<file path="src/rtl/reset_release_sequencer.sv">
// Reset release sequencer: synchronizes rst_n deassertion, qualifies it with
// PLL lock, then releases the per-domain resets one by one in index order.
module reset_release_sequencer #(
    parameter int SYNC_STAGES = 2,
    parameter int NUM_DOMAINS = 4,
    parameter int HOLD_CYCLES = 16,
    parameter int GAP_CYCLES  = 4
) (
    input  logic                   clk,
    input  logic                   rst_n,
    input  logic                   pll_locked,
    input  logic                   soft_rst_req,
    output logic [NUM_DOMAINS-1:0] domain_rst,
    output logic                   seq_done,
    output logic                   busy
);

    localparam int MAXC = (HOLD_CYCLES > GAP_CYCLES) ? HOLD_CYCLES : GAP_CYCLES;
    localparam int CW   = $clog2(MAXC + 1);
    localparam int IW   = (NUM_DOMAINS > 1) ? $clog2(NUM_DOMAINS) : 1;

    typedef enum logic [1:0] {
        WAIT_LOCK,
        HOLD,
        RELEASE,
        RUN
    } state_e;

    logic [SYNC_STAGES-1:0] rel_sync_q;
    logic [SYNC_STAGES-1:0] lock_sync_q;
    logic                   rel_q;
    logic                   lock_s;

    state_e                 state_q, state_d;
    logic [CW-1:0]          cnt_q, cnt_d;
    logic [IW-1:0]          idx_q, idx_d;
    logic [NUM_DOMAINS-1:0] dom_q, dom_d;
    logic                   done_q, done_d;
    logic                   busy_q, busy_d;

    assign rel_q  = rel_sync_q[SYNC_STAGES-1];
    assign lock_s = lock_sync_q[SYNC_STAGES-1];

    // Deassert and lock synchronizers, both cleared asynchronously by rst_n.
    always_ff @(posedge clk or negedge rst_n) begin
        if (!rst_n) begin
            rel_sync_q  <= '0;
            lock_sync_q <= '0;
        end else begin
            rel_sync_q  <= {rel_sync_q[SYNC_STAGES-2:0], 1'b1};
            lock_sync_q <= {lock_sync_q[SYNC_STAGES-2:0], pll_locked};
        end
    end

    // Sequencer state and registered outputs; reset only drives domains to 1.
    always_ff @(posedge clk or negedge rst_n) begin
        if (!rst_n) begin
            state_q <= WAIT_LOCK;
            cnt_q   <= '0;
            idx_q   <= '0;
            dom_q   <= '1;
            done_q  <= 1'b0;
            busy_q  <= 1'b0;
        end else begin
            state_q <= state_d;
            cnt_q   <= cnt_d;
            idx_q   <= idx_d;
            dom_q   <= dom_d;
            done_q  <= done_d;
            busy_q  <= busy_d;
        end
    end

    // Next-state logic: lock loss beats soft request, which beats sequencing.
    always_comb begin
        state_d = state_q;
        cnt_d   = cnt_q;
        idx_d   = idx_q;
        dom_d   = dom_q;
        done_d  = done_q;
        if (state_q == WAIT_LOCK) begin
            dom_d  = '1;
            done_d = 1'b0;
            if (rel_q && lock_s) begin
                state_d = HOLD;
                cnt_d   = CW'(HOLD_CYCLES);
            end
        end else if (!lock_s) begin
            state_d = WAIT_LOCK;
            dom_d   = '1;
            done_d  = 1'b0;
        end else if (soft_rst_req) begin
            state_d = HOLD;
            cnt_d   = CW'(HOLD_CYCLES);
            dom_d   = '1;
            done_d  = 1'b0;
        end else begin
            case (state_q)
                HOLD: begin
                    if (cnt_q == CW'(1)) begin
                        dom_d[0] = 1'b0;
                        if (NUM_DOMAINS == 1) begin
                            state_d = RUN;
                            done_d  = 1'b1;
                        end else begin
                            state_d = RELEASE;
                            cnt_d   = CW'(GAP_CYCLES);
                            idx_d   = IW'(1);
                        end
                    end else begin
                        cnt_d = cnt_q - CW'(1);
                    end
                end
                RELEASE: begin
                    if (cnt_q == CW'(1)) begin
                        for (int i = 0; i < NUM_DOMAINS; i++) begin
                            if (IW'(i) == idx_q) dom_d[i] = 1'b0;
                        end
                        if (idx_q == IW'(NUM_DOMAINS - 1)) begin
                            state_d = RUN;
                            done_d  = 1'b1;
                        end else begin
                            idx_d = idx_q + IW'(1);
                            cnt_d = CW'(GAP_CYCLES);
                        end
                    end else begin
                        cnt_d = cnt_q - CW'(1);
                    end
                end
                default: begin
                    dom_d  = '0;
                    done_d = 1'b1;
                end
            endcase
        end
        busy_d = (state_d == HOLD) || (state_d == RELEASE);
    end

    assign domain_rst = dom_q;
    assign seq_done   = done_q;
    assign busy       = busy_q;

endmodule
</file>
<file path="config.mk">
export PLATFORM = sky130hd
export DESIGN_NAME = reset_release_sequencer
export DESIGN_NICKNAME = d
export VERILOG_FILES = /design/src/rtl/reset_release_sequencer.sv
export SDC_FILE = /design/constraint.sdc
export NUM_CORES = 1
export LEC_CHECK = 0
export CAP_MARGIN = 20
export CORE_ASPECT_RATIO = 0.8
export CORE_UTILIZATION = 30
export CTS_CLUSTER_SIZE = 24
export DETAILED_ROUTE_END_ITERATION = 8
export PLACE_DENSITY_LB_ADDON = 0.15
export REMOVE_ABC_BUFFERS = 1
export SLEW_MARGIN = 25
export SYNTH_ARGS = -nofsm -noshare
export SYNTH_HDL_FRONTEND = slang
export SYNTH_SLANG_ARGS = --single-unit
</file>
<file path="constraint.sdc">
create_clock -name clk -period 6.1 [get_ports clk]
set_input_delay 0.915 -clock clk [delete_from_list [all_inputs] [get_ports clk]]
set_output_delay 0.915 -clock clk [all_outputs]
set_load 0.01 [all_outputs]
</file>
==> insert_results.sql, run 1 <==
INSERT INTO impl_metrics (metric_group, metric, value, unit) VALUES
('worst_setup_path', 'worst_reg_to_reg_path_cell_count', '6', ''),
('worst_setup_path', 'path_buf_inv', '1', ''),
('power', 'total_leakage_power', '0.5395', 'nW'),
('clock_tree', 'cts-hold-fix-buffers', '0', ''),
('finish', 'final_design_area_no_fill', '1280', 'um2'),
('worst_setup_path', 'timing.rr.end', 'cnt_q[4]$_DFFE_PN0P_', ''),
('floorplanning', 'ios', '10', ''),
('floorplanning', 'die_ar', '3914', 'um2'),
('floorplanning', 'placement_rows', '19', ''),
('grt', 'first_global_vias', '833', ''),
('worst_setup_path', 'r2r_setup_slack', '3.80', 'ns'),
('worst_hold_path', 'timing.hold.worst.start', 'rel_sync_q[0]$_DFF_PN0_', ''),
('finish', 'layout-drive-gt1-share', '11.38', '%'),
('sta', 'fin_setup_tns', '0', 'ns'),
('worst_setup_path', 'cpMaxStageDelayCell', 'sky130_fd_sc_hd__or4b_1', ''),
('yosys', 'register_bit_count_reported_by_yosys', '19', ''),
('run', 'max_cap_viol_count', '0', ''),
('yosys', 'synth_async_sr_flop_share', '100.0', '%'),
('worst_hold_path', 'min_delay_worst_endpoint', 'rel_sync_q[1]$_DFF_PN0_', ''),
('finish', 'finish.net_count', '139', ''),
('worst_setup_path', 'critical_path_peak_fanout', '8', ''),
('yosys', 'yosysTopAreaCellShare', '34.13', '%'),
('grt', 'grt_first_pass_wirelength', '3.870', 'mm'),
('clock_tree', 'cts_inserted_buffers', '3', ''),
('clock_tree', 'numClockSinks', '19', ''),
('clock_tree', 'post_cts_resized', '0', ''),
('placement', 'dpl_worst_slack', '3.562', 'ns'),
('sta', 'final_hold_viol_count', '0', ''),
('detailed_routing', 'routed_wire_length_per_instance', '13.64', 'um'),
('clock_tree', 'worst_skew_pair.late_latency', '0.26', 'ns'),
('detailed_routing', 'drt_iter0_markers', '29', ''),
('worst_setup_path', 'worst-endpoint-arrival', '2.44', 'ns'),
('clock_tree', 'tritoncts', 'built', ''),
('status', 'result_of_the_run', 'finished clean', ''),
('clock_tree', 'deepest_level_of_the_cts_h_tree', '1', ''),
('clock_tree', 'post-cts-setup-buffers', '0', ''),
('worst_setup_path', 'timing.critical_path.depth', '6', ''),
('power', 'power_density', '376.5', 'nW/um2'),
('sta', 'skew', '0.007078', 'ns'),
('yosys', 'synthDominantAreaCellType', 'sky130_fd_sc_hd__dfrtp_1', ''),
('sta', 'maxSlewViolCount', '0', ''),
('sta', 'unrepaired_setup_endpoints_after_global_routing', 'no', ''),
('yosys', 'synth_enable_flop_cells', '0', ''),
('grt', 'initial_antenna_violation_count', '0', ''),
('worst_hold_path', 'hp-class', 'reg -> reg', ''),
('sta', 'fin_ws', '3.798', 'ns'),
('worst_setup_path', 'setup.worst_path.end_class', 'flip-flop', ''),
('worst_setup_path', 'rr_startpoint', 'cnt_q[1]$_DFFE_PN0P_', ''),
('sta', 'worst_pin_slew', '0.5907', 'ns'),
('finish', 'instances_no_fill', '165', ''),
('detailed_routing', 'maxUsedRoutingLayer', 'met4', ''),
('sta', 'fmaxAchievable', '0.4345', 'GHz'),
('power', 'worst_ir_drop_vdd', '0.1259', 'mV'),
('yosys', 'synthesis.area_per_instance', '9.820', 'um2'),
('placement', 'gp_routability_congestion', '0.7873', ''),
('detailed_routing', 'postRouteAntennaNets', '0', ''),
('placement', 'detailed_place_hpwl', '1.701', 'mm'),
('clock_tree', 'clock_root_buffer_master', 'sky130_fd_sc_hd__clkbuf_8', ''),
('floorplanning', 'floorplan.initialDensity', '31.69', '%'),
('finish', 'final_core_util', '36.88', '%'),
('worst_setup_path', 'worstPathRequired', '6.24', 'ns'),
('detailed_routing', 'met3_wire_len', '121', 'um'),
('worst_setup_path', 'ordered_cell_list_for_the_critical_path', 'inv_1, ha_1, or4b_1, o21ai_0, a21oi_1, o2bb2ai_1', ''),
('sta', 'period_needed', '2.302', 'ns'),
('detailed_routing', 'detail_route.wirelength', '2.251', 'mm'),
('yosys', 'register_area_share_after_synthesis', '43.69', '%'),
('placement', 'placedCellCount', '161', ''),
('yosys', 'synth_most_common_cell', 'sky130_fd_sc_hd__dfrtp_1', ''),
('yosys', 'ys_top_cells_by_area', 'sky130_fd_sc_hd__dfrtp_1 34%, sky130_fd_sc_hd__ha_1 13%, sky130_fd_sc_hd__dfstp_2 9.6%', ''),
('yosys', 'ys_warn_count', '0', ''),
('floorplanning', 'die_height', '56.16', 'um');
power by group:
| group | switching, mW | internal [mW] |
|---|---|---|
| clock network | 0.0410 | 0.0465 |
| logic | 0.111 | 0.0878 |
| registers | 0.0348 | 0.161 |
placed cells by master, fill, tap and decap left out, types with 2 or more instances in the layout:
cell type,instances
sky130_fd_sc_hd__dfrtp_1,15
sky130_fd_sc_hd__inv_1,12
sky130_fd_sc_hd__ha_1,11
sky130_fd_sc_hd__nand2_1,9
sky130_fd_sc_hd__clkdlybuf4s50_1,8
sky130_fd_sc_hd__nand3_1,6
sky130_fd_sc_hd__o21ai_0,5
sky130_fd_sc_hd__dfstp_2,4
sky130_fd_sc_hd__a22oi_1,3
sky130_fd_sc_hd__nand4_1,3
sky130_fd_sc_hd__o211ai_1,3
sky130_fd_sc_hd__a31oi_1,3
sky130_fd_sc_hd__nor2_1,3
sky130_fd_sc_hd__clkbuf_8,3
sky130_fd_sc_hd__nand2b_1,2
sky130_fd_sc_hd__or2_2,2
sky130_fd_sc_hd__a21oi_1,2
sky130_fd_sc_hd__and3_1,2
sky130_fd_sc_hd__o21a_1,2
sky130_fd_sc_hd__nand3b_1,2
sky130_fd_sc_hd__nor4_1,2
sky130_fd_sc_hd__a211oi_1,2
cell families after synthesis:
logic type	share of synthesized area, %
buf+inv	4.891
xor+xnor	0.7965
flops	43.69
compound gates	18.54
other cells	0.3410
fa+ha+maj	12.51
simple gates	19.23
layer usage:
metal  vias up  global-route usage, %
met1       430                  16.21
met2        24                  20.67
met3         5                  4.529
met5         -                      0
li1        431                      -
met4         0                  4.286
cell type report:
cell class	instances	area, um2
Clock buffer	4	45.04
Fill cell	358	2191
Inverter	12	45.04
Multi-Input combinational cell	79	571.8
Sequential cell	19	480.5
Tap cell	42	52.55
Timing Repair Buffer	9	85.08
flip-flops by register name (all words and copies together) (netlist names):
name	cells
busy	1
cnt_q	5
domain_rst	4
idx_q	2
lock_sync_q	2
rel_sync_q	2
seq_done	1
state_q	2
worst max-delay path by stage:
stage	end	startpoint	slack, ns
2_1_floorplan	busy$_DFF_PN0_	cnt_q[1]$_DFFE_PN0P_	4.11
3_3_place_gp	seq_done$_DFFE_PN0P_	soft_rst_req	3.57
3_5_place_dp	seq_done$_DFFE_PN0P_	soft_rst_req	3.56
4_1_cts	cnt_q[4]$_DFFE_PN0P_	cnt_q[1]$_DFFE_PN0P_	3.79
5_1_grt	cnt_q[0]$_DFFE_PN0P_	cnt_q[1]$_DFFE_PN0P_	3.64
6_report	cnt_q[4]$_DFFE_PN0P_	cnt_q[1]$_DFFE_PN0P_	3.80
Note: power is estimated with default switching activity, not from simulation.
==> run 2, diff against run 1 <==
==> constraint.sdc (replaced) <==
create_clock -name clk -period 2.1 [get_ports clk]
set_input_delay 0.315 -clock clk [delete_from_list [all_inputs] [get_ports clk]]
set_output_delay 0.315 -clock clk [all_outputs]
set_load 0.01 [all_outputs]
==> run 2 against run 1 <==
Via count is the same. Clock skew down 0.0027 ns. Non-clock buffer count up 8. Worst setup slack lost 3.7 ns. Wire length grew 2.6%. Cell count is 4.8% higher. Flip-flop and latch count stayed put. Clock power grew to 2.8 times the previous value. Utilization rose by 2.0 points. Count of clock-buffer cells in the layout is the same. Cell area rose by 5.5%. Combinational power grew to 3.3 times the previous value. Highest routed layer unchanged.
==> insert_results.sql, run 2 (synthesis results as in run 1) <==
INSERT INTO impl_metrics (metric_group, metric, value, unit) VALUES
('worst_setup_path', 'worstPathRequired', '2.28', 'ns'),
('floorplanning', 'floorplan.die.width', '69.70', 'um'),
('finish', 'layout-drive-gt1-share', '18.32', '%'),
('worst_setup_path', 'setup.worst_path.end_class', 'flip-flop', ''),
('finish', 'max_flop_register', 'cnt_q', ''),
('floorplanning', 'die_height', '56.16', 'um'),
('finish', 'final_core_util', '38.90', '%'),
('detailed_routing', 'viasPerCell', '5.145', ''),
('clock_tree', 'cts-hold-fix-buffers', '0', ''),
('power', 'worst_ir_drop_vdd', '0.4449', 'mV'),
('grt', 'initial_antenna_violation_count', '0', ''),
('detailed_routing', 'routed_wire_length_per_instance', '13.35', 'um'),
('sta', 'hold-worst-slack', '0.3531', 'ns'),
('grt', 'first_global_vias', '857', ''),
('clock_tree', 'cts.reportedPaths.clkPinSlew', '0.07', 'ns'),
('sta', 'maxSlewViolCount', '0', ''),
('placement', 'port_buffers', '9', ''),
('finish', 'largest_register_ffs', '5', ''),
('power', 'total_leakage_power', '0.5810', 'nW'),
('grt', 'grt_max_degree', '20', ''),
('finish', 'final-seq-area', '480.5', 'um2'),
('worst_hold_path', 'hp-class', 'reg -> reg', ''),
('power', 'power_density', '1088', 'nW/um2'),
('floorplanning', 'ios', '10', ''),
('finish', 'finish.net_count', '147', ''),
('floorplanning', 'floorplan.initialDensity', '31.69', '%'),
('worst_setup_path', 'crit_type', 'reg -> reg', ''),
('finish', 'layout.filler_cells', '344', ''),
('detailed_routing', 'route.vias.total', '890', ''),
('clock_tree', 'deepest_level_of_the_cts_h_tree', '1', ''),
('status', 'result_of_the_run', 'finished clean', ''),
('power', 'total_power', '1.469', 'mW'),
('clock_tree', 'tritoncts', 'built', ''),
('sta', 'unrepaired_setup_endpoints_after_global_routing', 'no', ''),
('clock_tree', 'worst_skew_pair.late_latency', '0.25', 'ns'),
('placement', 'placed_area', '1286', 'um2'),
('clock_tree', 'cts_inserted_buffers', '3', ''),
('sta', 'fmaxAchievable', '0.5092', 'GHz'),
('floorplanning', 'placement_rows', '19', ''),
('finish', 'mostFrequentLayoutCells', '15 x sky130_fd_sc_hd__dfrtp_1, 11 x sky130_fd_sc_hd__inv_1, 10 x sky130_fd_sc_hd__ha_1', ''),
('clock_tree', 'cts-root-to-sink-buffers', '2', ''),
('sta', 'fin_setup_tns', '0', 'ns'),
('worst_setup_path', 'worst-endpoint-arrival', '2.15', 'ns'),
('floorplanning', 'die_ar', '3914', 'um2'),
('worst_setup_path', 'cp-start-kind', 'flip-flop', ''),
('finish', 'area_growth_from_synthesis_to_layout', '22.75', '%'),
('placement', 'detailed_place_hpwl', '1.758', 'mm'),
('sta', 'skew', '0.004393', 'ns'),
('finish', 'area_taken_by_multi_input_logic_gates', '576.8', 'um2'),
('detailed_routing', 'detail_route.wirelength', '2.309', 'mm'),
('clock_tree', 'clock_root_buffer_master', 'sky130_fd_sc_hd__clkbuf_8', ''),
('floorplanning', 'area_of_the_placeable_core', '3471', 'um2'),
('placement', 'gp_routability_congestion', '0.8190', ''),
('finish', 'antennaDiodeCount', '0', ''),
('worst_setup_path', 'critical_path_peak_fanout', '5', ''),
('detailed_routing', 'drt_iter0_markers', '26', ''),
('grt', 'grt_first_pass_wirelength', '3.981', 'mm'),
('detailed_routing', 'drtPass1Iterations', '4', ''),
('grt', 'grt.total_usage', '13.31', '%'),
('grt', 'grt_remaining_overflow', '0', ''),
('run', 'max_cap_viol_count', '0', ''),
('sta', 'final_hold_viol_count', '0', ''),
('sta', 'final-setup-viol-count', '0', ''),
('detailed_routing', 'detail_route.drc_violations', '0', ''),
('detailed_routing', 'postRouteAntennaNets', '0', ''),
('sta', 'period_needed', '1.964', 'ns'),
('finish', 'mostFrequentLayoutCell', 'sky130_fd_sc_hd__dfrtp_1', ''),
('sta', 'final_min_period_over_clock_period', '93.52', '%'),
('clock_tree', 'numClockSinks', '19', ''),
('finish', 'final_design_area_no_fill', '1350', 'um2');
run 2: changes by cell type in the layout (fill, tap and decap cells not counted), sizes merged:
| cell | previous run | this run |
|---|---|---|
| buf | 1 | 8 |
| clkdlybuf4s50 | 8 | 9 |
run 2: layout make-up:
| class | count | share of cell area [%] |
|---|---|---|
| multi-input cells | 79 | 42.72 |
| flip-flops and latches | 19 | 35.59 |
| repair buffers | 17 | 11.12 |
| well taps | 42 | 3.893 |
| clock buffers | 4 | 3.336 |
| inverters | 12 | 3.336 |
run 2: final timing paths:
path	to	cells after the start	slack [ns]	start
worst max-delay path	busy$_DFF_PN0_	6	0.14	cnt_q[1]$_DFFE_PN0P_
worst min-delay path	rel_sync_q[1]$_DFF_PN0_	0	0.35	rel_sync_q[0]$_DFF_PN0_
worst max register to register	busy$_DFF_PN0_	6	0.14	cnt_q[1]$_DFFE_PN0P_
worst min register to register	rel_sync_q[1]$_DFF_PN0_	0	0.35	rel_sync_q[0]$_DFF_PN0_
max in group asynchronous	domain_rst[0]$_DFFE_PN1P_	2	1.43	rst_n
min in group asynchronous	seq_done$_DFFE_PN0P_	2	0.40	rst_n
run 2: timing repair:
item / 4_1_cts / 5_1_grt
endpoints found under the hold margin: 0 / 0
buffers inserted: 0 / 1
setup endpoints to repair: 0 / 6
gates resized for setup: 0 / 5
run 2: report_power, final:
part           internal (mW)  switching, mW  total [mW]
clock network          0.135          0.112       0.247
registers              0.468         0.0919       0.560
logic                  0.308          0.355       0.663
total                  0.911          0.558        1.47
run 2: through the flow:
stage	std cells	setup WS, ns
2_1_floorplan	110	0.1083
3_3_place_gp	168	0.09905
3_5_place_dp	168	0.02235
4_1_cts	172	0.001966
5_1_grt	173	0.01824
6_report	173	0.1362
run 2: worst max-delay path: stages (launching register included):
cell	delay, ns
sky130_fd_sc_hd__dfrtp_1	0.39
sky130_fd_sc_hd__inv_2	0.07
sky130_fd_sc_hd__ha_2	0.18
sky130_fd_sc_hd__or4b_4	0.50
sky130_fd_sc_hd__or3_4	0.38
sky130_fd_sc_hd__a32oi_2	0.21
sky130_fd_sc_hd__xor2_1	0.16
run 2: layer usage:
| metal | GRT usage, % | wire length [um] |
|---|---|---|
| met1 | 17.83 | 1195 |
| met2 | 20.25 | 992 |
| met3 | 4.348 | 104 |
| met4 | 4.571 | 16 |
| met5 | 0 | 0 |
==> run 3, diff against run 2 <==
--- a/config.mk
+++ b/config.mk
@@ -12,6 +12,7 @@
 export DETAILED_ROUTE_END_ITERATION = 8
 export PLACE_DENSITY_LB_ADDON = 0.15
 export REMOVE_ABC_BUFFERS = 1
+export SKIP_CTS_REPAIR_TIMING = 1
 export SLEW_MARGIN = 25
 export SYNTH_ARGS = -nofsm -noshare
 export SYNTH_HDL_FRONTEND = slang
==> results of run 3 <==
Same layout as run 2: the final DEF is identical, and so are final timing and power.
